File: src/rtl/vga_timing_pkg.sv
// Vertical timing presets, mode encodings and sync polarities shared by the
// VGA raster logic.
package vga_timing_pkg;

  typedef enum logic [1:0] {
    MODE_350 = 2'd0,
    MODE_400 = 2'd1,
    MODE_480 = 2'd2
  } vga_mode_e;

  typedef struct packed {
    logic [10:0] sync;
    logic [10:0] back;
    logic [10:0] active;
    logic [10:0] total;
  } v_timing_t;

  // Polarity bit 1 means the sync pulse is driven high while active.
  localparam logic H_POL     = 1'b0;
  localparam logic V_POL_350 = 1'b1;
  localparam logic V_POL_400 = 1'b1;
  localparam logic V_POL_480 = 1'b0;

  localparam logic [10:0] V_SYNC_350   = 11'd2;
  localparam logic [10:0] V_BACK_350   = 11'd60;
  localparam logic [10:0] V_ACTIVE_350 = 11'd350;
  localparam logic [10:0] V_FRONT_350  = 11'd37;
  localparam logic [10:0] V_TOTAL_350  = V_SYNC_350 + V_BACK_350 + V_ACTIVE_350 + V_FRONT_350;

  localparam logic [10:0] V_SYNC_400   = 11'd2;
  localparam logic [10:0] V_BACK_400   = 11'd35;
  localparam logic [10:0] V_ACTIVE_400 = 11'd400;
  localparam logic [10:0] V_FRONT_400  = 11'd12;
  localparam logic [10:0] V_TOTAL_400  = V_SYNC_400 + V_BACK_400 + V_ACTIVE_400 + V_FRONT_400;

  localparam logic [10:0] V_SYNC_480   = 11'd2;
  localparam logic [10:0] V_BACK_480   = 11'd33;
  localparam logic [10:0] V_ACTIVE_480 = 11'd480;
  localparam logic [10:0] V_FRONT_480  = 11'd10;
  localparam logic [10:0] V_TOTAL_480  = V_SYNC_480 + V_BACK_480 + V_ACTIVE_480 + V_FRONT_480;

  // The unused encoding 2'b11 falls back to the 480-line table.
  function automatic v_timing_t v_timing(input logic [1:0] mode);
    v_timing_t t;
    case (mode)
      MODE_350: t = '{V_SYNC_350, V_BACK_350, V_ACTIVE_350, V_TOTAL_350};
      MODE_400: t = '{V_SYNC_400, V_BACK_400, V_ACTIVE_400, V_TOTAL_400};
      default:  t = '{V_SYNC_480, V_BACK_480, V_ACTIVE_480, V_TOTAL_480};
    endcase
    return t;
  endfunction

  function automatic logic v_pol(input logic [1:0] mode);
    logic p;
    case (mode)
      MODE_350: p = V_POL_350;
      MODE_400: p = V_POL_400;
      default:  p = V_POL_480;
    endcase
    return p;
  endfunction

endpackage

File: src/rtl/vga_axis_counter.sv
// One raster axis: counts 0..total-1 on each enable and flags the wrap step.
module vga_axis_counter #(
  parameter int WIDTH = 11
) (
  input  logic             clk,
  input  logic             reset_n,
  input  logic             ce,
  input  logic [WIDTH-1:0] total,
  output logic [WIDTH-1:0] count,
  output logic             wrap
);

  assign wrap = ce && (count == total - 1'b1);

  always_ff @(posedge clk) begin
    if (!reset_n) begin
      count <= '0;
    end else if (ce) begin
      count <= wrap ? '0 : count + 1'b1;
    end
  end

endmodule

File: src/rtl/vga_mode_sequencer.sv
// VGA raster timing with three vertical presets; mode requests are held
// pending and only take effect on the last pixel of a frame.
module vga_mode_sequencer
  import vga_timing_pkg::*;
#(
  parameter logic [1:0]  RESET_MODE = 2'd2,
  parameter logic [10:0] H_SYNC     = 11'd96,
  parameter logic [10:0] H_BACK     = 11'd48,
  parameter logic [10:0] H_ACTIVE   = 11'd640,
  parameter logic [10:0] H_TOTAL    = 11'd800
) (
  input  logic       slow_clock,
  input  logic       reset_n,
  input  logic       pix_ce,
  input  logic [1:0] mode_sel,
  input  logic       mode_load,
  output logic       mode_ack,
  output logic       mode_err,
  output logic [1:0] cur_mode,
  output logic       hsync,
  output logic       vsync,
  output logic       display_enable,
  output logic [9:0] pixel_x,
  output logic [8:0] pixel_y,
  output logic       line_start,
  output logic       frame_start
);

  localparam logic [10:0] H_START = H_SYNC + H_BACK;
  localparam logic [10:0] H_END   = H_START + H_ACTIVE;

  logic [10:0] h_cnt;
  logic [10:0] v_cnt;
  logic        h_wrap;
  logic        v_wrap;
  logic        pending;
  logic [1:0]  pending_mode;
  v_timing_t   vt;
  logic [10:0] v_start;
  logic [10:0] v_end;
  logic        visible;

  assign vt      = v_timing(cur_mode);
  assign v_start = vt.sync + vt.back;
  assign v_end   = v_start + vt.active;
  assign visible = (h_cnt >= H_START) && (h_cnt < H_END) &&
                   (v_cnt >= v_start) && (v_cnt < v_end);

  vga_axis_counter #(.WIDTH(11)) u_h_counter (
    .clk     (slow_clock),
    .reset_n (reset_n),
    .ce      (pix_ce),
    .total   (H_TOTAL),
    .count   (h_cnt),
    .wrap    (h_wrap)
  );

  // v_wrap is exactly the frame boundary: last pixel of the last line.
  vga_axis_counter #(.WIDTH(11)) u_v_counter (
    .clk     (slow_clock),
    .reset_n (reset_n),
    .ce      (h_wrap),
    .total   (vt.total),
    .count   (v_cnt),
    .wrap    (v_wrap)
  );

  always_ff @(posedge slow_clock) begin
    if (!reset_n) begin
      cur_mode       <= RESET_MODE;
      pending        <= 1'b0;
      pending_mode   <= RESET_MODE;
      mode_ack       <= 1'b0;
      mode_err       <= 1'b0;
      hsync          <= ~H_POL;
      vsync          <= ~v_pol(RESET_MODE);
      display_enable <= 1'b0;
      pixel_x        <= '0;
      pixel_y        <= '0;
      line_start     <= 1'b0;
      frame_start    <= 1'b0;
    end else begin
      mode_ack    <= 1'b0;
      mode_err    <= mode_load && (mode_sel == 2'b11);
      line_start  <= 1'b0;
      frame_start <= 1'b0;

      if (v_wrap && pending) begin
        cur_mode <= pending_mode;
        pending  <= 1'b0;
        mode_ack <= 1'b1;
      end
      // A load on the boundary cycle itself re-arms pending for the next frame.
      if (mode_load && (mode_sel != 2'b11)) begin
        pending      <= 1'b1;
        pending_mode <= mode_sel;
      end

      if (pix_ce) begin
        hsync          <= ((h_cnt < H_SYNC) == H_POL);
        vsync          <= ((v_cnt < vt.sync) == v_pol(cur_mode));
        display_enable <= visible;
        pixel_x        <= visible ? 10'(h_cnt - H_START) : 10'd0;
        pixel_y        <= visible ? 9'(v_cnt - v_start) : 9'd0;
        line_start     <= (h_cnt == 11'd0);
        frame_start    <= (h_cnt == 11'd0) && (v_cnt == 11'd0);
      end
    end
  end

endmodule

File: config.mk
export PLATFORM = sky130hd
export DESIGN_NAME = vga_mode_sequencer
export DESIGN_NICKNAME = d
export VERILOG_FILES = /design/src/rtl/vga_timing_pkg.sv /design/src/rtl/vga_axis_counter.sv /design/src/rtl/vga_mode_sequencer.sv
export SDC_FILE = /design/constraint.sdc
export NUM_CORES = 1
export LEC_CHECK = 0
export BUFFER_PORTS_ARGS = -buffer_cell sky130_fd_sc_hd__buf_2
export CELL_PAD_IN_SITES_DETAIL_PLACEMENT = 1
export CELL_PAD_IN_SITES_GLOBAL_PLACEMENT = 1
export CORE_ASPECT_RATIO = 0.7
export CORE_MARGIN = 1
export CORE_UTILIZATION = 45
export CTS_BUF_LIST = sky130_fd_sc_hd__clkbuf_16
export DETAILED_ROUTE_END_ITERATION = 10
export GPL_ROUTABILITY_DRIVEN = 0
export PLACE_DENSITY = 0.81
export SLEW_MARGIN = 15
export SYNTH_ARGS = -nofsm -noshare
export SYNTH_HDL_FRONTEND = slang
export SYNTH_HIERARCHICAL = 1
export SYNTH_SLANG_ARGS = --single-unit
export TNS_END_PERCENT = 30
File: constraint.sdc
create_clock -name slow_clock -period 3.65 [get_ports slow_clock]
set_input_delay 0 -clock slow_clock [delete_from_list [all_inputs] [get_ports slow_clock]]
set_output_delay 0 -clock slow_clock [all_outputs]
set_load 0.01 [all_outputs]
---- Yosys cells after proc, flatten, opt, wreduce, memory -nomap -nowiden ----
Index checks and enable logic that the tools add are counted.
operators by class
  multiplexer cells ....................... 11
  add/sub/neg operators ................... 7
  bitwise logic cells ..................... 1
  multipliers ............................. 0
  equal/unequal tests ..................... 6
  reductions and logical operators ........ 15
  order comparisons ....................... 6
  shift-type cells ........................ 0
  div/mod/pow operators ................... 0
operator list
  operator               number
  $pmux 27 s2            1
  $add 11x1->11 const B  2
  $logic_not 11->1       2
  $mux 11                2
  $add 7x11->11          1
  $eq 11x10->1 const B   1
  $eq 11x11->1           1
  $ge 11x7->1            1
  $ge 11x8->1 const B    1
  $lt 11x10->1 const B   1
  $lt 11x11->1           1
  $lt 11x2->1 const B    1
  $lt 11x7->1 const B    1
  $sub 11x1->11 const B  1
  $mux 10                1
  $sub 10x8->10 const B  1
  $logic_and 1x1->1      9
  $mux 9                 1
  $sub 9x9->9            1
  $add 2x6->7 const A    1
  $mux 1                 6
  $eq 2x1->1 const B     1
  $eq 2x2->1 const B     1
  $logic_not 2->1        1
  other kinds (6)        6
word-level totals
  output and inout bits ................... 28
  memories ................................ 0
  bits in latches ......................... 0
  register bits ........................... 53
  ROM bits ................................ 0
  input port bits ......................... 6
  bits in writable memories ............... 0

---- Logic depth before layout (Yosys ltp) ----
  depth in word-level cells ............... 8
  depth in mapped cells ................... 14
  gate-level depth less buffers ........... 14

---- Modules after synthesis ----
Netlist, hierarchy kept.
modules (own cells, without submodules)
  module              cells each  area each (um^2)  times used
  vga_mode_sequencer  206         1766.7            1
  vga_axis_counter    106         862.1             2

---- Least setup slack after synthesis ----
Ideal clock, no wire load.
  path type ............................... flip-flop to flip-flop
  start point ............................. register u_h_counter.count[8]
  end point ............................... register cur_mode[1]
  period minus slack after synthesis ...... 3212 ps
  path slack .............................. 438 ps
  stages on the path, launching flop included .. 12
  data arrival time ....................... 3078 ps
  cell sequence ........................... dfxtp_1 nor2b_1 a2111oi_0 a31oi_1 nor4_1 nand3_1 nor4b_1 o21ai_2 nor4_1 nand2_1 nand2_1 nand3_1
between the ends
  word-level cells in the longest chain between the ends .. 4
ends and longest elaborated chain
  what                      line                      source
  start: declaration        vga_axis_counter.sv:9     output logic [WIDTH-1:0] count,
  start signal: assignment  vga_axis_counter.sv:19    count <= wrap ? '0 : count + 1'b1;
  $eq 11x10->1              vga_axis_counter.sv:13    assign wrap = ce && (count == total - 1'b1);
  $logic_and 1x1->1         vga_axis_counter.sv:13
  named net h_wrap          vga_mode_sequencer.sv:34  logic h_wrap;
  $logic_and 1x1->1         vga_axis_counter.sv:13
  named net v_wrap          vga_mode_sequencer.sv:35  logic v_wrap;
  $logic_and 1x1->1         vga_mode_sequencer.sv:88  if (v_wrap && pending) begin
  end signal: assignment    vga_mode_sequencer.sv:89  cur_mode <= pending_mode;
  end: declaration          vga_mode_sequencer.sv:19  output logic [1:0] cur_mode,
The timed path passes the listed nets, and every way through them passes these cells.
A chain may end at the register's enable or synchronous reset.

---- Worst setup path after layout ----
  start point ............................. register u_h_counter.count[8]
  end point ............................... register u_v_counter.count[9]
between the ends
  word-level cells in the longest chain between the ends .. 4
ends and longest elaborated chain
  what                    line
  $eq 11x10->1 *          vga_axis_counter.sv:13
  $logic_and 1x1->1 *     vga_axis_counter.sv:13
  named net h_wrap        vga_mode_sequencer.sv:34
  $logic_and 1x1->1       vga_axis_counter.sv:13
  $mux 11                 vga_axis_counter.sv:19
  end signal: assignment  vga_axis_counter.sv:19
  end: declaration        vga_axis_counter.sv:9
The timed path passes the listed nets; every way through them passes the cells marked *.

==> results.txt <==
- Inserted Clock Buffers: 5
- Fraction of final layout cells sized beyond drive strength 1: 0.147
- By area the synthesized netlist is led by dfxtp_1 30%, ha_1 7.5%, xor2_1 6.5%, nand2_1 5.8%, xnor2_1 4.8%.
* Endpoint of the most critical setup path: u_v_counter/count[9]$_SDFFE_PN0P_
* Die boundary height: 75.7 um
* DIE AREA: 8120 um^2
- Of the total power, the clock network draws 0.425.
- The detailed router placed 3307 vias in this run.
- Net switching power: 320 uW
- Counting both buffers and inverters, the worst setup path holds a total of 0.
* Chip width: 107 um
- The tool flagged a number of max-cap violations equal to 0.
- Hold crit path type: input port to flip-flop
- In the routed layout, each cell is associated on average with a via count of 5.21.
* Post-synth cell types: 52
* First-iteration detailed-routing DRC count: 155
* Share of synthesized cell area in full adder, half adder and majority cells: 0.0810
- Sequential fraction of the synthesis area: 0.304
* Most instantiated library cell after synthesis: nand2_1
* Post-place instance area: 4070 um^2
- Setup violations remaining at the end of the flow were counted as 0.
- In the final design database the tool counted 564 nets.
- Setup repair after global routing left no endpoint under its margin.
- For this design the static power due to leakage is 0.00188 uW.
- Post-synthesis sequential element count: 53
* Instance count on the critical path: 9
- Fraction of power spent switching nets: 0.265
- The total area inside the core boundary comes to 7420 um^2.
- In this run the critical register-to-register path is captured at u_v_counter/count[9]$_SDFFE_PN0P_.
- dfxtp_1 takes more of the synthesized area than any other cell.
* Type of destination of the critical path: flip-flop
- Of the post-synthesis cell area, the dominant cell type holds 0.304.
- Power density relative to cell area: 283 nW/um^2
- Transition time at the pin with the least slew margin: 0.766 ns
- The number of antenna diodes in the final layout is 0.
- Mux share of post-synthesis cell area: 0
- Effective utilization at floorplan: 0.471
- The pre-antenna-repair detailed-routing pass consisted of 4 iterations.
- Setup total negative slack on the finished layout was measured at 0 ns.
- Start of the worst register-to-register path: u_h_counter/count[8]$_SDFFE_PN0P_
- Total of buffers placed on input and output ports: 33
- Final Hold Slack: 0.00923 ns
- P&R area growth vs syn: 22.0%
* Clock-pin slew on the worst setup and hold paths: 0.08 ns
* Post-synthesis area per instance: 8.35 um^2
- Buffer depth of the longest clock path: 2
- Of the total power, registers draw 0.490.
* Arrival time worst endpoint: 3.18 ns
- Post-route DRC: 0
- For this run, asynchronously set or reset flops after synthesis account for 0.
- Setup Crit Path Kind: flip-flop to flip-flop
* Outcome: complete, no violations
- Per-cell routed wire length: 15.5 um
- After filler insertion, the fill cell instance count of the layout stands at 948.
- Netlist area before placement: 3490 um^2
- Along the worst path, the maximum fanout reaches 10.
* Final-report max-slew violation count: 0
- Final WL: 9.85 mm
- The number of global-route vias before repair was 3240.
* # Post-CTS Setup Buffers: 0
- After technology mapping, the gate count stands at approximately 420.
- The worst setup path is launched from a flip-flop.
- Data on the critical path is required at its endpoint by around 3.8 ns.
- Final HPWL from detailed placement: 7.49 mm
* Count of antenna-violating nets left after detailed routing: 0
- In this design, the stage delay of the slowest critical-path cell is 0.55 ns.
- The critical path goes through nor2b_1 -> a2111oi_0 -> a31oi_1 -> nor4_2 -> nand3_1 -> nor4b_1 -> o21ai_2 -> o41ai_4 -> nor2_1.
* Global-route usage over all layers: 0.258
- The hold violation total from the final report came to 0.
* Highest attainable clock frequency: 0.331 GHz
- Minimum clock period: around 3 ns
- The internal power of the cells totals approximately 900 uW.
* H-tree depth reported by CTS: 2
- IR analysis of the VDD net gives a maximum drop of ~0.23 mV.
- Slowest stage cell, crit path: o41ai_4
- The worst register-to-register path has a depth of 9.
* Top-level I/O count: 34
- Parity-gate share of the synthesized area counting xor and xnor cells: 0.113
- Of the total synthesized cell area, the portion taken by AND, OR, NAND and NOR gates is 0.292.
- The share of total power dissipated in combinational logic is 0.085.
* Setup skew after layout: 0.00447 ns
- TritonCTS built the clock tree.
- Summing internal, switching and leakage power gives 1210 uW.
- In this run the worst setup path begins at u_h_counter/count[8]$_SDFFE_PN0P_.
* Synth Warn #: 6
- Compound-gate portion of the synthesized area: 0.173
- Source-to-sink clock delay at the later pin of the worst-skew pair: approximately 0.30 ns
- Global routing finished with a remaining overflow of 0.
* Worst slew margin relative to its limit: 0.488
- With fillers left out, the area of the finished cells amounts to 4260 um^2.
- Among all flip-flop cells after synthesis, the most frequent one is dfxtp_1.
- First-pass GRT wire length: 15.9 mm
- Cell types with the highest counts after synthesis: 54 x nand2_1, 53 x dfxtp_1, 26 x nor2_1, 26 x xor2_1, 24 x inv_1
* Root Buffer Master: clkbuf_16
- Pin count of the biggest net entering global routing: 23
- Across all register-to-register paths, the minimum setup slack is 0.62 ns.
- Number of antenna violations at the first check in global routing: 0
- The clock drives 53 sinks.
* Period utilisation layout: 0.829
- Dominant delay contributor by cell family on the critical path: compound AO/OA/AOI/OAI gates
- Count of flip-flops with a built-in enable after synthesis: 0
* Row Count: 26
* Dominant combinational cell family by area after synthesis: simple AND/OR/NAND/NOR gates
==> cell usage in the layout, fill, tap and decap left out, drive strengths merged, types with 5 or more instances in the layout <==
cell / count
ha: 21
nand4: 7
inv: 27
xnor2: 19
a21oi: 16
nor2: 26
conb: 80
nor3: 6
xor2: 26
nand2b: 8
a211oi: 6
nor2b: 13
clkbuf: 5
nor4: 15
a31oi: 5
nand3: 15
nor4b: 7
dfxtp: 53
and3: 9
o21ai: 32
nand3b: 6
nand2: 54
buf: 37
==> per-stage QoR <==
stage	utilization	setup WS [ns]	instances
after floorplan	-	0.438	496
after global placement	0.549	0.519	625
after detailed placement	0.549	0.348	625
after CTS	0.572	0.327	635
after global routing	0.574	0.0757	635
final	0.574	0.624	635
==> sequential cells by signal (all words and copies together) (netlist names) <==
name and flops:
cur_mode 2, display_enable 1, frame_start 1, hsync 1
line_start 1, mode_ack 1, mode_err 1, pending 1
pending_mode 2, pixel_x 10, pixel_y 9, u_h_counter/count 11
u_v_counter/count 11, vsync 1
==> cell type report <==
| type | instances | area (um^2) | area share |
|---|---|---|---|
| multi-input cells | 413 | 2620 | 0.614 |
| flip-flops and latches | 53 | 1060 | 0.249 |
| repair buffers | 39 | 215 | 0.0505 |
| clock buffers | 5 | 125 | 0.0294 |
| well taps | 98 | 123 | 0.0288 |
| inverters | 24 | 90.1 | 0.0211 |
| clock inverters | 3 | 28.8 | 0.00675 |
==> power groups by stage <==
stage / sequential (uW) / clock, uW / combinational (uW)
2_1_floorplan: 605 / 0 / 66.9
3_3_place_gp: 604 / 0 / 91.1
3_5_place_dp: 605 / 0 / 93.5
4_1_cts: 592 / 521 / 95.0
5_1_grt: 593 / 551 / 116
6_report: 592 / 512 / 102
==> worst min-delay path by stage <==
stage                     cells after the start                                 to  slack, ns   startpoint
after global routing                          2       pending_mode[0]$_SDFFE_PN0P_      0.001  mode_sel[0]
after CTS                                     2       pending_mode[0]$_SDFFE_PN0P_      0.003  mode_sel[0]
after detailed placement                      3                mode_err$_SDFF_PN0_       0.26    mode_load
final                                         2       pending_mode[0]$_SDFFE_PN0P_      0.009  mode_sel[0]
after global placement                        3                mode_err$_SDFF_PN0_       0.26    mode_load
after floorplan                               1  u_h_counter/count[0]$_SDFFE_PN0P_       0.11       pix_ce
==> cell families (layout without fill, tap and decap cells) <==
| group | Yosys count | in the layout |
|---|---|---|
| compound gates | 80 | 80 |
| simple gates | 186 | 186 |
| buf+inv | 30 | 71 |
| xor+xnor | 45 | 45 |
| fa+ha+maj | 22 | 22 |
| flops | 53 | 53 |
| other cells | 2 | 80 |
==> repair_timing <==
item	4_1_cts	5_1_grt
hold endpoints to repair	1	0
gates resized for setup	0	2
setup endpoints to repair	0	4
hold buffers	2	0
==> layer usage <==
metal,global-route usage,vias up,wire (um)
met5,0,-,0
met3,0.0556,11,354
met4,0.0639,0,90
met1,0.332,1576,4890
met2,0.448,64,4510
li1,-,1656,-
Power figures use the tool's default switching activity.
